--- src/rtl/execute_md.sv ---
// execute_md: execute stage with single-cycle ALU, architectural HI/LO
// registers and a background iterative multiplier (MUL_STEP bits/cycle).
// Optional restoring divider is built only when EXECUTE_MD_DIV_EN is defined;
// otherwise DIV/DIVU behave as NONE.
// ALU opcodes: 0 ADD, 1 SUB, 2 AND, 3 OR, 4 XOR, 5 NOR, 6 SLT, 7 SLTU,
//              8 SLL, 9 SRL, 10 SRA, 11 LUI (b[15:0] << 16), others -> 0.
module execute_md #(
    parameter int unsigned MUL_STEP = 1
) (
    input  logic        clk,
    input  logic        rst,
    input  logic        valid_id_ex,
    input  logic        flush_id_ex,
    input  logic        mem_stall,
    input  logic [3:0]  alu_op_id_ex,
    input  logic        alu_sel_id_ex,
    input  logic [3:0]  md_op_id_ex,
    input  logic [31:0] imm_id_ex,
    input  logic [31:0] rs_data_id_ex,
    input  logic [31:0] rt_data_id_ex,
    input  logic        mem_en_id_ex,
    input  logic        rd_en_id_ex,
    input  logic        rd_data_sel_id_ex,
    input  logic [4:0]  rd_addr_id_ex,
    output logic        stall_ex_id,
    output logic        valid_ex_mem,
    output logic [31:0] alu_data_ex_mem,
    output logic [31:0] rt_data_ex_mem,
    output logic        rd_en_ex_mem,
    output logic        mem_en_ex_mem,
    output logic        rd_data_sel_ex_mem,
    output logic [4:0]  rd_addr_ex_mem,
    output logic        md_busy
);

    localparam int unsigned N = 32 / MUL_STEP;

    typedef enum logic [3:0] {
        MD_NONE  = 4'd0,
        MD_MULT  = 4'd1,
        MD_MULTU = 4'd2,
        MD_MFHI  = 4'd3,
        MD_MFLO  = 4'd4,
        MD_MTHI  = 4'd5,
        MD_MTLO  = 4'd6,
        MD_DIV   = 4'd8,
        MD_DIVU  = 4'd9
    } md_op_t;

    typedef enum logic [3:0] {
        ALU_ADD  = 4'd0,
        ALU_SUB  = 4'd1,
        ALU_AND  = 4'd2,
        ALU_OR   = 4'd3,
        ALU_XOR  = 4'd4,
        ALU_NOR  = 4'd5,
        ALU_SLT  = 4'd6,
        ALU_SLTU = 4'd7,
        ALU_SLL  = 4'd8,
        ALU_SRL  = 4'd9,
        ALU_SRA  = 4'd10,
        ALU_LUI  = 4'd11
    } alu_op_t;

`ifdef EXECUTE_MD_DIV_EN
    typedef enum logic [1:0] {S_IDLE, S_MUL, S_DIV} state_t;
`else
    typedef enum logic [1:0] {S_IDLE, S_MUL} state_t;
`endif

    state_t      r_state;
    logic        r_busy;
    logic [5:0]  r_cnt;
    logic [31:0] r_hi;
    logic [31:0] r_lo;
    logic [63:0] r_acc;
    logic [63:0] r_mcand;
    logic [31:0] r_mplier;
    logic        r_sign;

    logic        r_valid;
    logic [31:0] r_alu_data;
    logic [31:0] r_rt_data;
    logic        r_rd_en;
    logic        r_mem_en;
    logic        r_rd_sel;
    logic [4:0]  r_rd_addr;

    logic        w_is_mul;
    logic        w_is_mul_signed;
    logic        w_is_div;
    logic        w_is_div_signed;
    logic        w_hilo_op;
    logic        w_rd_block;
    logic        w_interlock;
    logic        w_accept;
    logic [31:0] w_alu_b;
    logic [31:0] w_alu_res;
    logic [31:0] w_ex_data;
    logic [31:0] w_rs_abs;
    logic [31:0] w_rt_abs;
    logic        w_mul_sign;
    logic [63:0] w_acc_next;
    logic [63:0] w_product;

`ifdef EXECUTE_MD_DIV_EN
    logic [31:0] r_rem;
    logic [31:0] r_quo;
    logic [31:0] r_dvsr;
    logic [31:0] r_dvnd_raw;
    logic        r_div_zero;
    logic        r_q_neg;
    logic        r_r_neg;
    logic [32:0] w_shift;
    logic [32:0] w_sub;
    logic        w_ge;
    logic [31:0] w_rem_next;
    logic [31:0] w_quo_next;
`endif

    // Decode the multiply/divide opcode and derive interlock/accept.
    always_comb begin
        w_is_mul        = (md_op_id_ex == MD_MULT) || (md_op_id_ex == MD_MULTU);
        w_is_mul_signed = (md_op_id_ex == MD_MULT);
`ifdef EXECUTE_MD_DIV_EN
        w_is_div        = (md_op_id_ex == MD_DIV) || (md_op_id_ex == MD_DIVU);
        w_is_div_signed = (md_op_id_ex == MD_DIV);
`else
        w_is_div        = 1'b0;
        w_is_div_signed = 1'b0;
`endif
        w_rd_block  = w_is_mul || w_is_div ||
                      (md_op_id_ex == MD_MTHI) || (md_op_id_ex == MD_MTLO);
        w_hilo_op   = w_rd_block ||
                      (md_op_id_ex == MD_MFHI) || (md_op_id_ex == MD_MFLO);
        w_interlock = valid_id_ex & ~flush_id_ex & w_hilo_op & r_busy;
        w_accept    = valid_id_ex & ~flush_id_ex & ~mem_stall & ~w_interlock;
        stall_ex_id = mem_stall | w_interlock;
    end

    // Single-cycle ALU and selection of the value forwarded to memory.
    always_comb begin
        w_alu_b   = alu_sel_id_ex ? imm_id_ex : rt_data_id_ex;
        w_alu_res = '0;
        case (alu_op_id_ex)
            ALU_ADD:  w_alu_res = rs_data_id_ex + w_alu_b;
            ALU_SUB:  w_alu_res = rs_data_id_ex - w_alu_b;
            ALU_AND:  w_alu_res = rs_data_id_ex & w_alu_b;
            ALU_OR:   w_alu_res = rs_data_id_ex | w_alu_b;
            ALU_XOR:  w_alu_res = rs_data_id_ex ^ w_alu_b;
            ALU_NOR:  w_alu_res = ~(rs_data_id_ex | w_alu_b);
            ALU_SLT:  w_alu_res = {31'd0, $signed(rs_data_id_ex) < $signed(w_alu_b)};
            ALU_SLTU: w_alu_res = {31'd0, rs_data_id_ex < w_alu_b};
            ALU_SLL:  w_alu_res = rs_data_id_ex << w_alu_b[4:0];
            ALU_SRL:  w_alu_res = rs_data_id_ex >> w_alu_b[4:0];
            ALU_SRA:  w_alu_res = $unsigned($signed(rs_data_id_ex) >>> w_alu_b[4:0]);
            ALU_LUI:  w_alu_res = {w_alu_b[15:0], 16'd0};
            default:  w_alu_res = '0;
        endcase
        if (md_op_id_ex == MD_MFHI)
            w_ex_data = r_hi;
        else if (md_op_id_ex == MD_MFLO)
            w_ex_data = r_lo;
        else
            w_ex_data = w_alu_res;
    end

    // Operand magnitudes and result sign for a starting multiply/divide.
    always_comb begin
        w_rs_abs   = ((w_is_mul_signed || w_is_div_signed) && rs_data_id_ex[31]) ?
                     (~rs_data_id_ex + 32'd1) : rs_data_id_ex;
        w_rt_abs   = ((w_is_mul_signed || w_is_div_signed) && rt_data_id_ex[31]) ?
                     (~rt_data_id_ex + 32'd1) : rt_data_id_ex;
        w_mul_sign = w_is_mul_signed & (rs_data_id_ex[31] ^ rt_data_id_ex[31]);
    end

    // Shift-add step: retire MUL_STEP multiplier bits into the accumulator.
    always_comb begin
        w_acc_next = r_acc;
        for (int unsigned j = 0; j < MUL_STEP; j++) begin
            if (r_mplier[j[4:0]])
                w_acc_next = w_acc_next + (r_mcand << j);
        end
        w_product = r_sign ? (~w_acc_next + 64'd1) : w_acc_next;
    end

`ifdef EXECUTE_MD_DIV_EN
    // Restoring divide step: shift in the next dividend bit, subtract if it fits.
    always_comb begin
        w_shift    = {r_rem, r_quo[31]};
        w_ge       = (w_shift >= {1'b0, r_dvsr});
        w_sub      = w_shift - {1'b0, r_dvsr};
        w_rem_next = w_ge ? w_sub[31:0] : w_shift[31:0];
        w_quo_next = {r_quo[30:0], w_ge};
    end
`endif

    // Multiply/divide FSM with HI/LO and the registered busy flag.
    always_ff @(posedge clk) begin
        if (rst) begin
            r_state  <= S_IDLE;
            r_busy   <= 1'b0;
            r_cnt    <= '0;
            r_hi     <= '0;
            r_lo     <= '0;
            r_acc    <= '0;
            r_mcand  <= '0;
            r_mplier <= '0;
            r_sign   <= 1'b0;
`ifdef EXECUTE_MD_DIV_EN
            r_rem      <= '0;
            r_quo      <= '0;
            r_dvsr     <= '0;
            r_dvnd_raw <= '0;
            r_div_zero <= 1'b0;
            r_q_neg    <= 1'b0;
            r_r_neg    <= 1'b0;
`endif
        end else begin
            case (r_state)
                S_IDLE: begin
                    if (w_accept && w_is_mul) begin
                        r_state  <= S_MUL;
                        r_busy   <= 1'b1;
                        r_cnt    <= 6'(N);
                        r_acc    <= '0;
                        r_mcand  <= {32'd0, w_rs_abs};
                        r_mplier <= w_rt_abs;
                        r_sign   <= w_mul_sign;
`ifdef EXECUTE_MD_DIV_EN
                    end else if (w_accept && w_is_div) begin
                        r_state    <= S_DIV;
                        r_busy     <= 1'b1;
                        r_cnt      <= 6'd32;
                        r_rem      <= '0;
                        r_quo      <= w_rs_abs;
                        r_dvsr     <= w_rt_abs;
                        r_dvnd_raw <= rs_data_id_ex;
                        r_div_zero <= (rt_data_id_ex == 32'd0);
                        r_q_neg    <= w_is_div_signed & (rs_data_id_ex[31] ^ rt_data_id_ex[31]);
                        r_r_neg    <= w_is_div_signed & rs_data_id_ex[31];
`endif
                    end else if (w_accept && (md_op_id_ex == MD_MTHI)) begin
                        r_hi <= rs_data_id_ex;
                    end else if (w_accept && (md_op_id_ex == MD_MTLO)) begin
                        r_lo <= rs_data_id_ex;
                    end
                end
                S_MUL: begin
                    r_cnt    <= r_cnt - 6'd1;
                    r_acc    <= w_acc_next;
                    r_mcand  <= r_mcand << MUL_STEP;
                    r_mplier <= r_mplier >> MUL_STEP;
                    if (r_cnt == 6'd1) begin
                        {r_hi, r_lo} <= w_product;
                        r_busy       <= 1'b0;
                        r_state      <= S_IDLE;
                    end
                end
`ifdef EXECUTE_MD_DIV_EN
                S_DIV: begin
                    r_cnt <= r_cnt - 6'd1;
                    r_rem <= w_rem_next;
                    r_quo <= w_quo_next;
                    if (r_cnt == 6'd1) begin
                        if (r_div_zero) begin
                            r_lo <= '1;
                            r_hi <= r_dvnd_raw;
                        end else begin
                            r_lo <= r_q_neg ? (~w_quo_next + 32'd1) : w_quo_next;
                            r_hi <= r_r_neg ? (~w_rem_next + 32'd1) : w_rem_next;
                        end
                        r_busy  <= 1'b0;
                        r_state <= S_IDLE;
                    end
                end
`endif
                default: begin
                    r_state <= S_IDLE;
                    r_busy  <= 1'b0;
                end
            endcase
        end
    end

    // Ex->mem pipeline register: hold on mem_stall, bubble when nothing accepted.
    always_ff @(posedge clk) begin
        if (rst) begin
            r_valid    <= 1'b0;
            r_alu_data <= '0;
            r_rt_data  <= '0;
            r_rd_en    <= 1'b0;
            r_mem_en   <= 1'b0;
            r_rd_sel   <= 1'b0;
            r_rd_addr  <= '0;
        end else if (!mem_stall) begin
            if (w_accept) begin
                r_valid    <= 1'b1;
                r_alu_data <= w_ex_data;
                r_rt_data  <= rt_data_id_ex;
                r_rd_en    <= rd_en_id_ex & ~w_rd_block;
                r_mem_en   <= mem_en_id_ex;
                r_rd_sel   <= rd_data_sel_id_ex;
                r_rd_addr  <= rd_addr_id_ex;
            end else begin
                r_valid  <= 1'b0;
                r_rd_en  <= 1'b0;
                r_mem_en <= 1'b0;
            end
        end
    end

    assign valid_ex_mem       = r_valid;
    assign alu_data_ex_mem    = r_alu_data;
    assign rt_data_ex_mem     = r_rt_data;
    assign rd_en_ex_mem       = r_rd_en;
    assign mem_en_ex_mem      = r_mem_en;
    assign rd_data_sel_ex_mem = r_rd_sel;
    assign rd_addr_ex_mem     = r_rd_addr;
    assign md_busy            = r_busy;

endmodule

--- config.mk ---
export PLATFORM = sky130hd
export DESIGN_NAME = execute_md
export DESIGN_NICKNAME = d
export VERILOG_FILES = /design/src/rtl/execute_md.sv
export SDC_FILE = /design/constraint.sdc
export NUM_CORES = 2
export LEC_CHECK = 0
export ABC_AREA = 1
export CAP_MARGIN = 10
export CORE_ASPECT_RATIO = 0.75
export CORE_MARGIN = 4
export CORE_UTILIZATION = 25
export CTS_BUF_LIST = sky130_fd_sc_hd__clkbuf_4
export CTS_CLUSTER_DIAMETER = 50
export DETAILED_ROUTE_END_ITERATION = 7
export GPL_TIMING_DRIVEN = 0
export PLACE_DENSITY_LB_ADDON = 0.15
export SLEW_MARGIN = 20
export SYNTH_ARGS = -nofsm -noshare
export SYNTH_HDL_FRONTEND = slang
export SYNTH_SLANG_ARGS = --single-unit
--- constraint.sdc ---
create_clock -name clk -period 3.83 [get_ports clk]
set_clock_uncertainty 0.2 [all_clocks]
set_input_delay 0.766 -clock clk [delete_from_list [all_inputs] [get_ports clk]]
set_output_delay 0.766 -clock clk [all_outputs]
set_load 0.005 [all_outputs]
; ---- After elaboration in Yosys (flattened, before gate mapping)
; Cells that the tools add are included.
[op_classes]
n_lt_le_gt_ge = 2
add_sub_neg = 7
eq_ne = 25
reduce_logical = 19
bitwise_logic = 20
mux = 34
shifts = 3
[ops]
columns = operator, count
row1 = $mux 32, 13
row2 = $pmux 32 s12, 1
row3 = $mux 64, 4
row4 = $pmux 64 s2, 2
row5 = $pmux 32 s2, 3
row6 = $not 32->32, 3
row7 = $add 32x1->32 const B, 2
row8 = $add 64x1->64 const B, 1
row9 = $add 64x64->64, 1
row10 = $lt 32x32->1, 2
row11 = $not 64->64, 1
row12 = $add 32x32->32, 1
row13 = $and 32x32->32, 1
row14 = $or 32x32->32, 1
row15 = $shl 32x5->32, 1
row16 = $shr 32x5->32, 1
row17 = $sshr 32x5->32, 1
row18 = $sub 32x32->32, 1
row19 = $xor 32x32->32, 1
row20 = $eq 4x3->1 const B, 7
row21 = $eq 4x2->1 const B, 4
row22 = $eq 4x4->1 const B, 4
row23 = $ne 2x2->1 const B, 6
row24 = $pmux 6 s2, 1
row25 = other kinds (21), 47
[word_totals]
register_bits = 307
out_inout_bits = 75
in_bits = 118
elab_cells = 126

; ---- Longest topological paths before layout
[depth]
ltp_word = 15
mapped_depth = 29
mapped_depth_nobuf = 27

; ---- Least setup slack after synthesis
; OpenSTA, ideal clock, no wires.
[synth_timing]
path_kind = input to register
start = in alu_sel_id_ex
end = reg r_alu_data[31] (netlist: alu_data_ex_mem[31])
arrival_time_ps = 3715
setup_slack_ps = -217
required_ps = 3498
path_buffers = 5
stages = 23
setup_time_ps = 132
cell_sequence = buf_4 > inv_2 > clkbuf_1 > clkbuf_1 > clkbuf_1 > or2_2 > o21ai_0 > ha_1 > clkbuf_1 > inv_1 > a21oi_1 > nand2_1 > a21oi_1 > nand2_1 > a21oi_1 > o21bai_1 > or2_0 > nand3_1 > nand3_1 > nand2_1 > nand3_1 > nand2_1 > a21oi_1
[synth_via]
elab_chain_len = 6
elab_cells_between_ends = 13
classes_between = add/sub: 2 / shift: 3 / mux: 4 / bitwise: 4
[synth_lines]
columns = item, line_no
row1 = start: declaration, 16  ; input logic alu_sel_id_ex,
row2 = $mux 32 (*), 143  ; w_alu_b = alu_sel_id_ex ? imm_id_ex : rt_data_id_ex;
row3 = "parallel branches: the longest is 2 deep, another holds $sub 32x32->32", --
row4 = $pmux 32 s12 (*), 145  ; case (alu_op_id_ex)
row5 = $mux 32 (*), 162  ; else if (md_op_id_ex == MD_MFLO)
row6 = $mux 32 (*), 160  ; if (md_op_id_ex == MD_MFHI)
row7 = end signal: assignment, 299  ; r_alu_data <= w_ex_data;
row8 = end: declaration, 82  ; logic [31:0] r_alu_data;
; Every way passes the cells marked *.
; A chain may end at the register's enable or synchronous reset.

; ---- Final worst setup path
[layout_timing]
start = in rs_data_id_ex[26]
end = reg r_alu_data[9] (netlist: alu_data_ex_mem[9])
[layout_via]
elab_chain_len = 4
elab_cells_between_ends = 6
classes_between = shift: 3 / mux: 3
[layout_lines]
columns = item, line_no
row1 = start: declaration, 19  ; input logic [31:0] rs_data_id_ex,
row2 = "$sshr 32x5->32, or another cell as far along", 156  ; ALU_SRA: w_alu_res = $unsigned($signed(rs_data_id_ex) >>> w_alu_b[4:0]);
row3 = $pmux 32 s12 (*), 145
row4 = $mux 32 (*), 162
row5 = $mux 32 (*), 160
; Every way passes the cells marked *; elsewhere a longest branch is shown, timed or not.

==> key figures <==
Route
  • Vias/cell: 5.40
  • Total Wirelength: 224 mm
  • DR pass1 iterations: 7
  • Drt first-iter violations: 5,482
  • Wirelength per Cell: 28.8 um
  • DRC: 0
  • Total number of vias: 42,000
  • Final antenna-violating net count: 0

Power
  • Leakage: 17.8 nW
  • Max VDD drop: 0.256 mV
  • Tot Pwr: 10.0 mW
  • Pwr Density: 250 mW/mm^2

Run
  • Max-Cap Viols: 0

STA
  • Post-route worst hold slack: 0.0775 ns
  • Endpoints failing setup: 18
  • Max Slew Vio Count: 0
  • Worst Tran Pin Value: 1.32 ns
  • RSZ-0062 raised after global routing: yes
  • Min setup slack post-route: -0.234 ns
  • Final hold vios: 0
  • Max Fclk: 246 MHz
  • Slew HR: 11.9%
  • Final period utilization: 106%
  • Final min period: 4.06 ns

Worst setup path
  • Critical path destination: alu_data_ex_mem[9]
  • Crit end category: flip-flop
  • Worst r2r path cells: 7
  • Crit. Startpoint: rs_data_id_ex[26]
  • Flop2flop setup slack: -0.05 ns
  • Reg2reg start: md_busy
  • Crit-path cells: clkdlybuf4s50_1 -> inv_1 -> nand2_1 -> nand3_1 -> o21a_1 -> nand2_1 -> o21ai_0 -> or2_2 -> o221ai_1 -> o21ai_0 -> a21oi_1 -> o21ai_2 -> a21oi_1
  • CP startpoint kind: input pin
  • CP Class: in2reg
  • Crit path depth: 13
  • CP Max Fanout: 9
  • Slowest CP cell: clkdlybuf4s50_1
  • Critical path buffers and inverters: 2
  • WP data arrival: 4.79 ns
  • CP delay by family, top: compound AO/OA/AOI/OAI gates
  • CP peak stage delay: 1.03 ns
  • WP data required: 4.56 ns
  • RR Endpoint: r_lo[3]

Floorplanning
  • Die area: 0.133 mm^2
  • Die height: 316 um
  • Die W: 419 um
  • I/O pin total: 193
  • CORE AREA: 0.125 mm^2
  • Row count: 112
  • Starting Density: 25.3%

Logic synthesis
  • Sequential share of the synthesized area: 19.3%
  • Post-synthesis simple-gate area fraction: 39.9%
  • Top cell type's share of synthesized area: 21.2%
  • Distinct cell type count after synthesis: 65
  • Synth Area per Inst: 5.60 um^2
  • Synth Area in Adders: 6.70%
  • Main synth FF type: dfxtp_1
  • Synth area leader: nand2_1
  • Async set-reset flop share out of synthesis: 0%
  • Count of flip-flops with a built-in enable after synthesis: 0
  • Mapped Area: 0.0317 mm^2
  • Mux share of post-synthesis cell area: 0.706%
  • Syn_nets: 5,952
  • Synth Area in Compound Gates: 20.7%
  • Largest cells by area after synthesis: nand2_1 (21%), dfxtp_1 (19%), inv_1 (7.6%)
  • Xor and xnor area share after synthesis: 1.44%
  • Synth Register Bits: 305
  • Synth warn: 0
  • Largest family of logic cells by synthesized area: simple AND/OR/NAND/NOR gates
  • Mapped Cells: 5,666

Place
  • Gpl congestion: 1.03
  • Port Buffers: 190
  • HPWL Detailed: 190 mm

Global route
  • Largest net degree at the start of global routing: 17
  • Global-route wire length before repair: 302 mm
  • Global Route Usage Sum: 32.3%
  • Vias in the first global route: 37,600
  • Initial antenna violation count: 29
  • Grt total ovfl: 0

Cells and area
  • Nets@finish: 6,318
  • Most common cell after layout, fill and taps aside: nand2_1
  • Post-layout util: 32.0%
  • Layout fillers: 14,500
  • Syn-to-layout area delta: 26.4%
  • Most frequent cells in the layout: nand2_1 (1,704), inv_1 (621), nor2_1 (475), a21oi_1 (407), o21ai_0 (373)
  • Layout cell share with drive strength beyond 1: 15.6%

Worst hold path
  • Hold Crit Class: in2reg

CTS
  • Clock buffer depth: 3
  • Root Buffer: clkbuf_4
  • CTS sink cnt: 305
  • CTS HTree Levels: 3
  • CTS buffer count: 89
  • Clock Latency Late Sink: 1.04 ns
  • CTS tree: yes
  • Clock-pin slew on the worst setup and hold paths: 0.07 ns

Run status
  • Status: finished with violations
  • Failing checks: setup timing
-- what timing repair did --
action	in CTS	in global routing
hold buffers	10	1
pin swaps	43	94
setup endpoints to repair	124	121
gates cloned	0	0
resized for setup	288	440
hold endpoints to repair	10	1
buffers inserted	36	43
-- registers in the layout (all words and copies together) (netlist names) --
| name | count |
|---|---|
| mem_en_ex_mem | 1 |
| rd_addr_ex_mem | 5 |
| r_cnt | 6 |
| rt_data_ex_mem | 32 |
| alu_data_ex_mem | 32 |
| md_busy | 1 |
| rd_en_ex_mem | 1 |
| r_mplier | 32 |
| r_sign | 1 |
| valid_ex_mem | 1 |
| rd_data_sel_ex_mem | 1 |
| r_lo | 32 |
| r_acc | 64 |
| r_hi | 32 |
| r_mcand | 64 |
-- worst min-delay path by stage --
stage	from	endpoint	slack, ns	depth (start not counted)
2_1_floorplan	r_hi[1]	r_hi[1]	0.24	2
3_3_place_gp	mem_en_ex_mem	mem_en_ex_mem	0.25	2
3_5_place_dp	rd_en_ex_mem	rd_en_ex_mem	0.26	2
4_1_cts	rd_addr_id_ex[3]	rd_addr_ex_mem[3]	0.003	3
5_1_grt	rt_data_id_ex[15]	rt_data_ex_mem[15]	0.02	3
6_report	rt_data_id_ex[15]	rt_data_ex_mem[15]	0.08	3
-- cells by family (layout without fill, tap and decap cells) --
logic type               Yosys count  count (layout)
AND/OR/NAND/NOR                 3010            3010
AO/OA/AOI/OAI                   1180            1180
buffers and inverters            929            1367
flip-flops                       305             305
adder cells (fa/ha/maj)          168             168
XOR/XNOR                          52              52
multiplexers                      22              22
other                              0              10
-- cells in the mapped netlist (21+ instances only) --
| cell type | n |
|---|---|
| a21oi_1 | 449 |
| clkbuf_1 | 177 |
| inv_2 | 32 |
| a31oi_1 | 60 |
| dfxtp_1 | 305 |
| xor2_1 | 41 |
| mux2i_1 | 21 |
| inv_1 | 639 |
| o21ai_0 | 440 |
| nand4_1 | 62 |
| buf_2 | 50 |
| nand2_1 | 1789 |
| or2_2 | 85 |
| o22ai_1 | 30 |
| o211ai_1 | 45 |
| a221oi_1 | 24 |
| nand2_2 | 28 |
| ha_1 | 165 |
| o21ai_1 | 22 |
| nor2_2 | 21 |
| nand3_1 | 362 |
| nor2_1 | 561 |
| nor3_1 | 36 |
-- final cells by class --
class | count | area, um^2 | share of cell area, %
buffer | 232 | 1220 | 3.04
clock buffer | 113 | 848 | 2.12
antenna | 10 | 25.0 | 0.0624
clock inverter | 50 | 249 | 0.621
multi-input combinational | 4432 | 24100 | 60.2
timing repair buffer | 288 | 2810 | 7.02
tap | 1653 | 2070 | 5.16
sequential | 305 | 6130 | 15.3
inverter | 684 | 2590 | 6.47
-- worst reg2reg max path: cells and delay by family, from the launching register on --
family | cells | cell delay [ns]
AO/OA/AOI/OAI | 1 | 0.42
buffers and inverters | 3 | 1.82
flip-flops | 1 | 0.34
AND/OR/NAND/NOR | 3 | 0.95
-- report_power, final --
| group | leakage (nW) | internal [mW] | switching, mW |
|---|---|---|---|
| combinational | 14.7 | 1.03 | 2.54 |
| clock | 0.648 | 1.43 | 1.78 |
| sequential | 2.47 | 3.22 | 0.0394 |
-- metrics by stage --
stage	area (um^2)	setup TNS, ns	instances	worst slack [ns]
after floorplan	31800	0	5666	0.00748
after global placement	35700	-280.76	7509	-3.23
after detailed placement	35900	-273.24	7517	-3.05
after CTS	38200	0	7719	0.000450
after global routing	40100	-0.488	7761	-0.0919
final	40100	-1.35	7767	-0.234
-- layer usage --
layer | part of all wire (%) | vias to the layer above | track usage (%) | wire [um]
li1 | - | 19300 | - | -
met1 | 49 | 20400 | 50.8 | 109000
met2 | 38 | 2144 | 43.3 | 84600
met3 | 12 | 183 | 8.83 | 26000
met4 | 1.7 | 6 | 5.05 | 3810
met5 | 0.056 | - | 0 | 126
(Power assumes the default switching activity.)
